### src/rtl/stream_mux_pkg.sv
// Shared types and helpers for the N-channel packet-locking stream multiplexer.
package stream_mux_pkg;

    typedef enum logic {
        ST_IDLE = 1'b0,
        ST_LOCK = 1'b1
    } state_t;

    localparam logic MODE_FIXED = 1'b0;
    localparam logic MODE_RR    = 1'b1;

    function automatic int unsigned rr_next(input int unsigned idx, input int unsigned n);
        return (idx + 32'd1 >= n) ? 32'd0 : idx + 32'd1;
    endfunction

endpackage

### src/rtl/stream_mux_skid.sv
// Two-entry register slice; only exists in builds with STREAM_MUX_OUT_REG_EN defined.
`ifdef STREAM_MUX_OUT_REG_EN
module stream_mux_skid #(
    parameter int W = 8
) (
    input  logic         clk,
    input  logic         rst,
    input  logic         in_valid,
    input  logic [W-1:0] in_data,
    output logic         in_ready,
    output logic         out_valid,
    output logic [W-1:0] out_data,
    input  logic         out_ready
);

    logic         skid_valid;
    logic [W-1:0] skid_data;

    // Ready depends only on registered state, breaking the downstream ready path.
    assign in_ready = !skid_valid;

    always_ff @(posedge clk) begin
        if (rst) begin
            out_valid  <= 1'b0;
            out_data   <= '0;
            skid_valid <= 1'b0;
            skid_data  <= '0;
        end else if (!out_valid || out_ready) begin
            if (skid_valid) begin
                out_valid  <= 1'b1;
                out_data   <= skid_data;
                skid_valid <= 1'b0;
            end else begin
                out_valid <= in_valid;
                if (in_valid) out_data <= in_data;
            end
        end else if (in_valid && !skid_valid) begin
            skid_valid <= 1'b1;
            skid_data  <= in_data;
        end
    end

endmodule
`endif

### src/rtl/stream_mux_n.sv
// N-channel valid/ready stream mux with packet locking, fixed or round-robin selection.
// Define STREAM_MUX_OUT_REG_EN to register the output through a 2-entry skid slice.
module stream_mux_n
    import stream_mux_pkg::*;
#(
    parameter int N_CH   = 4,
    parameter int DATA_W = 8,
    parameter int SEL_W  = $clog2(N_CH)
) (
    input  logic                   MUX_clk,
    input  logic                   MUX_rst,
    input  logic                   MUX_en,
    input  logic                   MUX_mode,
    input  logic [SEL_W-1:0]       MUX_sel,
    input  logic [N_CH-1:0]        MUX_in_valid,
    input  logic [N_CH*DATA_W-1:0] MUX_in_data,
    input  logic [N_CH-1:0]        MUX_in_last,
    output logic [N_CH-1:0]        MUX_in_ready,
    output logic                   MUX_out_valid,
    output logic [DATA_W-1:0]      MUX_out_data,
    output logic                   MUX_out_last,
    input  logic                   MUX_out_ready,
    output logic [SEL_W-1:0]       MUX_out_ch,
    output logic                   MUX_busy
);

    state_t            state_q, state_d;
    logic [SEL_W-1:0]  grant_q, rr_ptr_q, cand, rr_idx;
    logic [SEL_W:0]    rr_sum;
    logic              cand_found, lock_act, fwd_ready, in_hs, pkt_end;
    logic              sel_valid, sel_last;
    logic [DATA_W-1:0] sel_data;
    logic [DATA_W-1:0] ch_data [N_CH];

    for (genvar k = 0; k < N_CH; k++) begin : g_unpack
        assign ch_data[k] = MUX_in_data[k*DATA_W +: DATA_W];
    end

    // Reset gates the lock combinationally so the beat on the reset cycle never transfers.
    assign lock_act = (state_q == ST_LOCK) && !MUX_rst;
    assign MUX_busy = lock_act;

    always_comb begin
        cand       = '0;
        cand_found = 1'b0;
        rr_sum     = '0;
        rr_idx     = '0;
        if (MUX_mode == MODE_FIXED) begin
            if ((32'(MUX_sel) < N_CH) && MUX_in_valid[MUX_sel]) begin
                cand       = MUX_sel;
                cand_found = 1'b1;
            end
        end else begin
            for (int unsigned i = 0; i < N_CH; i++) begin
                rr_sum = {1'b0, rr_ptr_q} + (SEL_W+1)'(i);
                if (rr_sum >= (SEL_W+1)'(N_CH)) rr_sum = rr_sum - (SEL_W+1)'(N_CH);
                rr_idx = rr_sum[SEL_W-1:0];
                if (!cand_found && MUX_in_valid[rr_idx]) begin
                    cand       = rr_idx;
                    cand_found = 1'b1;
                end
            end
        end
    end

    always_comb begin
        sel_valid = MUX_in_valid[grant_q];
        sel_last  = MUX_in_last[grant_q];
        sel_data  = ch_data[grant_q];
    end

    assign in_hs   = lock_act && sel_valid && fwd_ready;
    assign pkt_end = in_hs && sel_last;

    always_comb begin
        MUX_in_ready = '0;
        if (lock_act) MUX_in_ready[grant_q] = fwd_ready;
    end

    always_comb begin
        state_d = state_q;
        case (state_q)
            ST_IDLE: if (MUX_en && cand_found) state_d = ST_LOCK;
            ST_LOCK: if (pkt_end) state_d = ST_IDLE;
            default: state_d = ST_IDLE;
        endcase
    end

    always_ff @(posedge MUX_clk) begin
        if (MUX_rst) begin
            state_q  <= ST_IDLE;
            grant_q  <= '0;
            rr_ptr_q <= '0;
        end else begin
            state_q <= state_d;
            if (state_q == ST_IDLE && state_d == ST_LOCK) grant_q <= cand;
            if (pkt_end) rr_ptr_q <= SEL_W'(rr_next(32'(grant_q), N_CH));
        end
    end

`ifdef STREAM_MUX_OUT_REG_EN
    localparam int PW = SEL_W + 1 + DATA_W;
    logic [PW-1:0] skid_out;

    stream_mux_skid #(.W(PW)) u_skid (
        .clk       (MUX_clk),
        .rst       (MUX_rst),
        .in_valid  (lock_act && sel_valid),
        .in_data   ({grant_q, sel_last, sel_data}),
        .in_ready  (fwd_ready),
        .out_valid (MUX_out_valid),
        .out_data  (skid_out),
        .out_ready (MUX_out_ready)
    );

    assign {MUX_out_ch, MUX_out_last, MUX_out_data} = skid_out;
`else
    assign fwd_ready     = MUX_out_ready;
    assign MUX_out_valid = lock_act && sel_valid;
    assign MUX_out_data  = lock_act ? sel_data : '0;
    assign MUX_out_last  = lock_act && sel_last;
    assign MUX_out_ch    = lock_act ? grant_q : '0;
`endif

endmodule

### config.mk
export PLATFORM = sky130hd
export DESIGN_NAME = stream_mux_n
export DESIGN_NICKNAME = d
export VERILOG_FILES = /design/src/rtl/stream_mux_pkg.sv /design/src/rtl/stream_mux_skid.sv /design/src/rtl/stream_mux_n.sv
export SDC_FILE = /design/constraint.sdc
export NUM_CORES = 1
export LEC_CHECK = 0
export BUFFER_PORTS_ARGS = -buffer_cell sky130_fd_sc_hd__buf_2
export CORE_UTILIZATION = 42
export DETAILED_ROUTE_END_ITERATION = 8
export GPL_ROUTABILITY_DRIVEN = 0
export PLACE_DENSITY = 0.85
export SYNTH_ARGS = -nofsm -noshare
export SYNTH_HDL_FRONTEND = slang
export SYNTH_SLANG_ARGS = --single-unit
### constraint.sdc
create_clock -name MUX_clk -period 3.4 [get_ports MUX_clk]
set_input_delay 0.17 -clock MUX_clk [delete_from_list [all_inputs] [get_ports MUX_clk]]
set_output_delay 0.17 -clock MUX_clk [all_outputs]
set_load 0.05 [all_outputs]
-- After elaboration in Yosys (flattened, before gate mapping)
Cells that the tools add are included.
- bits in latches: 0
- bits in read-only memories: 0
- input bits: 47
- logic and storage cells: 91
- output and inout bits: 17
- RAM bits: 0
- memories kept: 0
- bits in registers: 5
- shift-type cells: 0
- bitwise logic cells: 3
- multipliers: 0
- order comparisons: 13
- reduce and logical (&&, ||, !) cells: 15
- $add $sub $neg: 8
- multiplexer cells: 49
- equality and inequality tests: 0
- div/mod/pow operators: 0
- operators by type and width (operator ; count):
    $mux 2 ; 16
    $mux 8 ; 3
    $mux 1 ; 19
    $lt 2x3->1 const B ; 6
    $bmux 8 s2 ; 1
    $ge 3x3->1 const B ; 5
    $bmux 1 s2 ; 7
    $logic_and 1x1->1 ; 11
    $sub 2x1->2 const B ; 4
    $add 2x1->3 const B ; 2
    $add 2x2->3 const B ; 2
    $and 4x4->4 ; 1
    $logic_not 1->1 ; 4
    $mux 4 ; 1
    $ge 2x3->1 const B ; 1
    $not 2->3 ; 1
    $demux 1 s2 ; 1
    $ge 2x1->1 const B ; 1
    $pmux 1 s2 ; 1
    $not 1->1 ; 1

-- Depth between registers and ports, before layout
Gate-level depths: netlist (run 1).
- word-level depth: 23
- depth in mapped cells: 6
- mapped depth without buffers: 4

-- Least setup slack after synthesis (run 1)
Ideal clock, no wire load.
- path type: register to output
- from: register state_q
- to: output port MUX_out_data[0]
- buffers on the path: 1
- required time: 3230 ps
- arrival: 1652 ps
- stages on the path, launching flop included: 4
- path slack: 1578 ps
- path through: dfxtp_1 > and2b_1 > clkbuf_1 > and2_1
- longest elaborated chain between the ends: 2
- ends and longest elaborated chain (what ; RTL line ; text):
    from (decl) ; stream_mux_n.sv:27 ; state_t state_q, state_d;
    from (signal assigned) ; stream_mux_n.sv:95 ; state_q <= state_d;
    $logic_and 1x1->1 ; stream_mux_n.sv:40 ; assign lock_act = (state_q == ST_LOCK) && !MUX_rst;
    net MUX_busy ; stream_mux_n.sv:24 ; output logic MUX_busy
    $mux 8 ; stream_mux_n.sv:120 ; assign MUX_out_data = lock_act ? sel_data : '0;
    to (decl) ; stream_mux_n.sv:20 ; output logic [DATA_W-1:0] MUX_out_data,
The timed path passes the listed nets, and every way through them passes these cells.

-- Final worst setup path (run 1)
- from: register grant_q[0]
- to: output port MUX_out_last
- longest elaborated chain between the ends: 3
- ends and longest elaborated chain (what ; RTL line ; text):
    from (decl) ; stream_mux_n.sv:28 ; logic [SEL_W-1:0] grant_q, rr_ptr_q, cand, rr_idx;
    from (signal assigned) ; stream_mux_n.sv:96 ; if (state_q == ST_IDLE && state_d == ST_LOCK) grant_q <= cand;
    $bmux 1 s2 ; stream_mux_n.sv:68 ; sel_last = MUX_in_last[grant_q];
    $mux 1 (implied by the code) ; stream_mux_n.sv:68 ;
    $logic_and 1x1->1 ; stream_mux_n.sv:121 ; assign MUX_out_last = lock_act && sel_last;
    to (decl) ; stream_mux_n.sv:21 ; output logic MUX_out_last,
Every way passes these cells. The select of a mux whose other input is x is not followed.

==> results.md, run 1 <==
* Min Hold Slack at 0.1550 ns
* Boundary Pins at 64
* Die Wd at 46.01 µm
* Average cell area after synthesis at 10.29 µm²
* Maximum vdd drop at 0.1199 mV
* Max Freq at 443.9 MHz
* Max Fanout on Critical Path at 17
* Share of the core filled with cells in the final layout at 65.89%
* Setup TNS at 0 ns
* Startpoint type of the worst setup path: flip-flop
* Vias in the first global route at 782
* Post-DR wirelength/cell at 13.74 µm
* Time the final worst path needs with I/O delays and setup at 2.253 ns
* Buffer levels on the longest clock path at 2
* Total clock sinks at 5
* Routed vias/inst at 5.407
* Relative area change from synthesis to final layout at 42.92%
* Number of failing setup endpoints in the final timing report at 0
* Cell chosen for the clock root: sky130_fd_sc_hd__clkbuf_4
* Std cell rows at 15
* Type of destination of the critical path: output port
* Inserted Clock Buffers at 3
* Final nets at 195
* Net count after synthesis at 131
* WP data required at 3.23 ns
* CTS tree: done
* Post-DRT Antenna Nets at 0
* Fill cells at 167
* Global Route met2 Usage at 40.85%
* Count of routing violations after the opening detailed-route iteration at 17
* Area fraction of the dominant cell type after synthesis at 22.15%
* Global route overflow at 0
* Run status: complete, no violations
* Part of the cycle the worst path needs at 66.26%
* # Post-CTS Setup Buffers at 0
* Total global-route track usage at 21.37%
* Synthesis Warnings at 0
* Number of H-tree levels at 1
* Most used standard cell by instance count after synthesis: sky130_fd_sc_hd__and2_1
* Worst min-delay path category: in2reg
* Cells traversed along the worst timing path: mux4_2, and2_1, buf_2
* Quantity of I/O buffers inserted on ports at 63
* Synthesized-area fraction occupied by xor and xnor cells at 0%
* Total wire length after detailed routing at 2.294 mm
* Post-synth EDFFs at 0
* Post-CTS clock slew at the launch and capture registers of the worst setup and hold paths at 0.05 ns
* Gate count after technology mapping at 79
* Cell area after technology mapping at 813.3 µm²
* DRC violations left at 0
* Simple-gate portion of the synthesized area at 24.46%
* Count of cells along the worst register-to-register path at 4
* Unrepaired setup endpoints after global routing: no
* Antenna violations before repair at 0
* Number of unique standard cell types used by synthesis at 37
* Power density over cell area at 233.5 nW/µm²
* Slowest cell on crit path: sky130_fd_sc_hd__dfxtp_1
* Max stage delay on crit path at 0.83 ns
* Slew Limit Fails at 0
* Clock Skews at 0.001976 ns
* Share of synthesized registers carrying an async set or reset at 0%
* Compound-cell area share of the yosys netlist at 18.92%
* Share of synthesized area occupied by flip-flops and latches at 12.31%
* First drt pass iteration count at 4
* Largest family of logic cells by synthesized area: multiplexers
* Clock insertion delay at the later pin of the skew report at 0.25 ns
* Number of cells on the worst hold path at 2
* Count of inserted antenna diode cells at 0
* Cell type with the largest total area after synthesis: sky130_fd_sc_hd__mux4_2
* Worst rel slew slack at 47.50%
* Post-CTS Hold Fix Bufs at 0
* Register bit total from synthesis at 5
* Met3 layer usage reported by global route at 5.556%
* Data arrival at the endpoint of the critical path at 2.08 ns
* Top post-synthesis cells by count: 12 x sky130_fd_sc_hd__and2_1, 8 x sky130_fd_sc_hd__mux4_2, 5 x sky130_fd_sc_hd__a21oi_1, 5 x sky130_fd_sc_hd__dfxtp_1, 5 x sky130_fd_sc_hd__ha_1
* Cts repair resizes at 0
* Maximum number of pins on one net before global-route repair at 19
* Share of cell area taken by muxes after synthesis at 32.31%
* Cells taking the most area after synthesis: sky130_fd_sc_hd__mux4_2 22%, sky130_fd_sc_hd__dfxtp_1 12%, sky130_fd_sc_hd__and2_1 9.2%
* Area of the core at 1764 µm²
* Starting density of the core at 46.10%
* First-pass GRT wire length at 3.208 mm
* Fraction of final layout cells with drive strength greater than 1 at 55.63%
* Number of maximum-capacitance violations at 0
* Via count at 903
* Met1 Track Usage GR at 21.74%
* Critical setup path kind: reg2out
* Share of synthesized cell area in full adder, half adder and majority cells at 7.692%
* Slew @ Worst Pin at 0.7864 ns
* DIE HEIGHT at 46.01 µm
* Static leakage power at 0.5899 nW
* Overall power consumption at 0.0002714 W
* Most Crowded Layer GR: met2
* Top flip-flop cell by instance count after synthesis: sky130_fd_sc_hd__dfxtp_1
* Hold Violations, Final at 0
* Die area at 2116 µm²
* DP Wirelength at 1.860 mm
[placed cells by master, fill, tap and decap left out, drive strengths merged, types with 3 or more instances in the layout]
master / netlist / routed
clkbuf: 1 / 4
inv: 3 / 3
ha: 5 / 5
mux2i: 3 / 3
buf: 3 / 63
mux4: 10 / 10
dfxtp: 5 / 5
a21oi: 6 / 6
and2: 13 / 13
and3: 4 / 4
[metrics by stage]
step | instance area, µm² | cells | setup WS (ns)
floorplan | 813.3 | 79 | 1.578
global placement | 1136 | 163 | 1.427
detailed placement | 1136 | 163 | 1.377
CTS | 1162 | 167 | 1.106
global route | 1162 | 167 | 0.9864
finish | 1162 | 167 | 1.147
[metal layers]
metal	wire [µm]	vias to the layer above
met5	0	-
met4	8	0
met3	224	2
met2	1187	43
met1	873	419
li1	-	439
[flip-flops by register name, summed over array words and instances (netlist names)]
register	count
rr_ptr_q	2
grant_q	2
state_q	1
[power breakdown]
group	switching [W]	internal, W
combinational	0.0000618	0.0000635
sequential	0.0000128	0.0000623
clock	0.0000265	0.0000445
total	0.000101	0.000170
[logic make-up (layout without fill, tap and decap cells)]
| group | after synthesis | after routing |
|---|---|---|
| AO/OA/AOI/OAI | 18 | 18 |
| AND/OR/NAND/NOR | 31 | 31 |
| buffers and inverters | 7 | 70 |
| flip-flops | 5 | 5 |
| multiplexers | 13 | 13 |
| adder cells (fa/ha/maj) | 5 | 5 |
[worst paths after layout]
kind / start / endpoint / slack, ns
hold / removal: MUX_rst / rr_ptr_q[0]$_SDFFE_PP0P_ / 0.16
setup reg to reg: grant_q[0]$_SDFFE_PP0P_ / rr_ptr_q[1]$_SDFFE_PP0P_ / 1.45
hold reg to reg: rr_ptr_q[0]$_SDFFE_PP0P_ / rr_ptr_q[0]$_SDFFE_PP0P_ / 0.52
setup / recovery: grant_q[0]$_SDFFE_PP0P_ / MUX_out_last / 1.15
[critical path, delay by kind of cell, from the launching register on]
| family | cells | cell delay (ns) |
|---|---|---|
| buf+inv | 1 | 0.21 |
| mux | 1 | 0.61 |
| simple gates | 1 | 0.19 |
| flops | 1 | 0.83 |
[area by class of cell]
class	instances	area, µm²	area share (%)
multi-input combinational	67	678.2	58.34
inverter	3	11.26	0.9688
timing repair buffer	63	315.3	27.13
clock buffer	4	26.28	2.261
tap	25	31.28	2.691
sequential	5	100.1	8.611
Note: power is estimated with default switching activity, not from simulation.
==> inputs of run 2 (changes only) <==
--- a/config.mk
+++ b/config.mk
@@ -5,11 +5,12 @@
 export SDC_FILE = /design/constraint.sdc
 export NUM_CORES = 1
 export LEC_CHECK = 0
+export ABC_AREA = 1
 export BUFFER_PORTS_ARGS = -buffer_cell sky130_fd_sc_hd__buf_2
-export CORE_UTILIZATION = 42
+export CORE_UTILIZATION = 39
 export DETAILED_ROUTE_END_ITERATION = 8
 export GPL_ROUTABILITY_DRIVEN = 0
-export PLACE_DENSITY = 0.85
+export PLACE_DENSITY = 0.77
 export SYNTH_ARGS = -nofsm -noshare
 export SYNTH_HDL_FRONTEND = slang
 export SYNTH_SLANG_ARGS = --single-unit
==> constraint.sdc (replaced) <==
create_clock -name MUX_clk -period 2.06 [get_ports MUX_clk]
set_input_delay 0.103 -clock MUX_clk [delete_from_list [all_inputs] [get_ports MUX_clk]]
set_output_delay 0.103 -clock MUX_clk [all_outputs]
set_load 0.05 [all_outputs]
==> run 2 against run 1 <==
Compared with the run above:
- critical path depth is 3 higher
- critical endpoint is now MUX_in_ready[2]
- cell count is 75% higher
- sequential share of layout area is 1.4 points lower
- register-to-register slack worse by 1.1 ns
- die area is 33% higher
- routed wire length is 25% higher
- global-route usage is 0.50 points higher
- final area is 19% higher
==> results.md, run 2 <==
* Run status: complete, no violations
* Largest registers in the final layout: grant_q (2), rr_ptr_q (2), state_q (1)
* Most frequent standard cell in the layout excluding fill and tap cells: sky130_fd_sc_hd__buf_2
* Cells taking the most area after synthesis: sky130_fd_sc_hd__nor2_1 18%, sky130_fd_sc_hd__nand2_1 17%, sky130_fd_sc_hd__o21ai_0 13%
* Data arrival at the endpoint of the critical path at 1.64 ns (-0.44 ns)
* Unrepaired setup endpoints after global routing: no
* Post-CTS Hold Fix Bufs at 0 (unchanged)
* Number of H-tree levels at 1 (unchanged)
* Post-DR wirelength/cell at 9.822 µm (-28%)
* Post-DRT Antenna Nets at 0 (unchanged)
* Final nets at 315 (+62%)
* Most used standard cell by instance count after synthesis: sky130_fd_sc_hd__nor2_1
* Placed cells at 288 (+77%)
* Register bit total from synthesis at 5 (unchanged)
* Worst rel slew slack at 73.09% (+26 points)
* Clock Skews at 0.001382 ns (-0.0005939 ns)
* Fill cells at 275 (+65%)
* First-pass GRT wire length at 4.636 mm (+45%)
* Number of failing setup endpoints in the final timing report at 0 (unchanged)
* Part of the total power dissipated in the clock network at 21.2% (-5.0 points)
* Starting density of the core at 41.06% (-5.0 points)
* Synthesis Warnings at 0 (unchanged)
* Relative area change from synthesis to final layout at 36.53%
* Count of inserted antenna diode cells at 0 (unchanged)
* Most used cells in the layout excluding fill and tap cells: 63 x sky130_fd_sc_hd__buf_2, 50 x sky130_fd_sc_hd__nor2_1, 47 x sky130_fd_sc_hd__nand2_1, 26 x sky130_fd_sc_hd__o21ai_0, 14 x sky130_fd_sc_hd__a21oi_1
* Part of the cycle the worst path needs at 84.74%
* Slew @ Worst Pin at 0.4032 ns (-0.3832 ns)
* Vias in the first global route at 1189 (+52%)
* Maximum vdd drop at 0.2759 mV (+130%)
* First drt pass iteration count at 4 (unchanged)
* Post-CTS clock slew at the launch and capture registers of the worst setup and hold paths at 0.04 ns (about the same)
* Inserted Clock Buffers at 3 (unchanged)
* Type of destination of the critical path: output port
* Fraction of final layout cells with drive strength greater than 1 at 34.73% (-21 points)
* DIE HEIGHT at 53.07 µm (+15%)
* Crit path buf inv count at 3 (+2)
* Quantity of I/O buffers inserted on ports at 63 (unchanged)
* Cts repair resizes at 0 (unchanged)
* Number of maximum-capacitance violations at 0 (unchanged)
* Family of cells with the greatest summed delay on the critical path: buffers and inverters
* Share of synthesized registers carrying an async set or reset at 0% (unchanged)
* Startpoint type of the worst setup path: flip-flop
* Power density over cell area at 388.4 nW/µm² (+66%)
* Buffer levels on the longest clock path at 2 (unchanged)
* Area of the core at 2477 µm² (+40%)
* Sequential cell fraction of total power at 21.0% (-6.7 points)
* Share of synthesized area occupied by flip-flops and latches at 9.840% (-2.5 points)
* Number of unique standard cell types used by synthesis at 24 (-35%)
* # Post-CTS Setup Buffers at 0 (unchanged)
* DP Wirelength at 2.370 mm (+27%)
* Die area at 2816 µm² (+33%)
* Average cell area after synthesis at 5.138 µm² (-50%)
* Slowest cell on crit path: sky130_fd_sc_hd__dfxtp_1
* Cell area after technology mapping at 1017 µm² (+25%)
* Worst min-delay path category: in2reg
* Area post-placement at 1363 µm² (+20%)
* Boundary Pins at 64 (unchanged)
* Top post-synthesis cells by count: 50 x sky130_fd_sc_hd__nor2_1, 47 x sky130_fd_sc_hd__nand2_1, 26 x sky130_fd_sc_hd__o21ai_0
* Antenna violations before repair at 0 (unchanged)
* Via count at 1416 (+57%)
* Non-filler cells, final at 292 (+75%)
* Max Freq at 572.9 MHz
* Total net switching power at 0.0002481 W (+150%)
* DRC violations left at 0 (unchanged)
* Net count after synthesis at 250 (+91%)
* Die Wd at 53.07 µm (+15%)
* Cells traversed along the worst timing path: inv_1, buf_4, ha_1, nand2_1, nor2_1, buf_2
* Cell chosen for the clock root: sky130_fd_sc_hd__clkbuf_4
* Routed vias/inst at 4.849 (-10%)
* Share of the core filled with cells in the final layout at 56.06% (-9.8 points)
* Critical setup path kind: reg2out
* Std cell rows at 18 (+3)
* Top flip-flop cell by instance count after synthesis: sky130_fd_sc_hd__dfxtp_1
* Cell type with the largest total area after synthesis: sky130_fd_sc_hd__nor2_1
* Area fraction of the dominant cell type after synthesis at 18.45% (-3.7 points)
* WP data required at 1.96 ns (-1.27 ns)
* Slew Limit Fails at 0 (unchanged)
* Total clock sinks at 5 (unchanged)
* Post-route cell area at 1389 µm² (+19%)
* Max stage delay on crit path at 0.33 ns (-0.50 ns)
* Clock insertion delay at the later pin of the skew report at 0.25 ns (about the same)
* Max Fanout on Critical Path at 13 (-4)
* Maximum number of pins on one net before global-route repair at 16 (-3)
* Total wire length after detailed routing at 2.868 mm (+25%)
* Time the final worst path needs with I/O delays and setup at 1.746 ns
* Hold Violations, Final at 0 (unchanged)
* Total global-route track usage at 21.87% (+0.50 points)
* Logic pwr share at 57.8% (+12 points)
* Internal cell power at 0.0002913 W (+71%)
* CTS tree: done
* Gate count after technology mapping at 198 (+150%)
* Setup TNS at 0 ns (unchanged)
* Post-synth EDFFs at 0 (unchanged)
* Global route overflow at 0 (unchanged)
* Count of routing violations after the opening detailed-route iteration at 26 (+9)
* Fraction of power spent switching nets at 45.99% (+8.7 points)
* Static leakage power at 0.8046 nW (+36%)
## run 2: changes by cell type after synthesis, sizes merged, moves of 12 or more
cell,delta
and2,-12
nand2,+53
inv,+13
o21ai,+25
nor2,+50
## run 2: cell type report
| class | count | area [µm²] | share of cell area, % |
|---|---|---|---|
| Clock buffer | 4 | 26.28 | 1.892 |
| Sequential cell | 5 | 100.1 | 7.207 |
| Tap cell | 30 | 37.54 | 2.703 |
| Timing Repair Buffer | 68 | 352.8 | 25.41 |
| Inverter | 16 | 60.06 | 4.324 |
| Multi-Input combinational cell | 169 | 812.0 | 58.47 |
## run 2: cells by family after synthesis
logic type	Yosys count	synth area share (%)
buffers and inverters	24	10.33
and+or+nand+nor	121	51.78
adders and majority gates	5	6.150
AOI/OAI and AO/OA	43	21.89
DFF	5	9.840
## run 2: stage by stage
| stage | hold WS [ns] | setup WS (ns) | total power (W) |
|---|---|---|---|
| after floorplan | 0.2148 | 0.1657 | 0.0003313 |
| after global placement | 0.3162 | 0.3756 | 0.0004248 |
| after detailed placement | 0.3240 | 0.3881 | 0.0004264 |
| after CTS | 0.06570 | 0.3126 | 0.0005440 |
| after global routing | 0.07493 | 0.1692 | 0.0005916 |
| final | 0.06454 | 0.3144 | 0.0005394 |
## run 2: path summary, 6_finish.rpt
check | from | depth (start not counted) | slack [ns] | endpoint
worst max-delay path | grant_q[0]$_SDFFE_PP0P_ | 6 | 0.31 | MUX_in_ready[2]
worst max register to register | rr_ptr_q[0]$_SDFFE_PP0P_ | 13 | 0.37 | grant_q[1]$_SDFFE_PP0P_
worst min-delay path | MUX_rst | 2 | 0.06 | state_q$_SDFF_PP0_
worst min register to register | state_q$_SDFF_PP0_ | 3 | 0.59 | state_q$_SDFF_PP0_
## run 2: power groups by stage
stage	logic (W)	registers (W)	clock network [W]
after CTS	0.000313	0.000113	0.000118
after detailed placement	0.000312	0.000115	0
final	0.000312	0.000113	0.000114
after floorplan	0.000219	0.000112	0
after global routing	0.000348	0.000114	0.000130
after global placement	0.000311	0.000114	0
## run 2: metal layers
metal | global-route usage (%) | wire (µm) | vias up | part of all wire, %
met5 | 0 | 0 | - | 0
met4 | 3.070 | 7 | 0 | 0.24
met3 | 6.034 | 194 | 2 | 6.8
met2 | 43.46 | 1378 | 50 | 48
met1 | 22.67 | 1288 | 601 | 45
li1 | - | - | 763 | -
## run 2: worst register-to-register path: stages, from the launching register on
cell	delay (ns)
sky130_fd_sc_hd__dfxtp_1	0.56
sky130_fd_sc_hd__inv_2	0.17
sky130_fd_sc_hd__nand2_2	0.11
sky130_fd_sc_hd__nand2_2	0.07
sky130_fd_sc_hd__nand2_1	0.09
sky130_fd_sc_hd__nand2_2	0.07
sky130_fd_sc_hd__nor2_4	0.10
sky130_fd_sc_hd__nand3_2	0.06
sky130_fd_sc_hd__nand2_1	0.06
sky130_fd_sc_hd__nand2_1	0.06
sky130_fd_sc_hd__nand2_2	0.09
sky130_fd_sc_hd__nand2_1	0.06
sky130_fd_sc_hd__nand2_1	0.06
sky130_fd_sc_hd__nor2_1	0.04
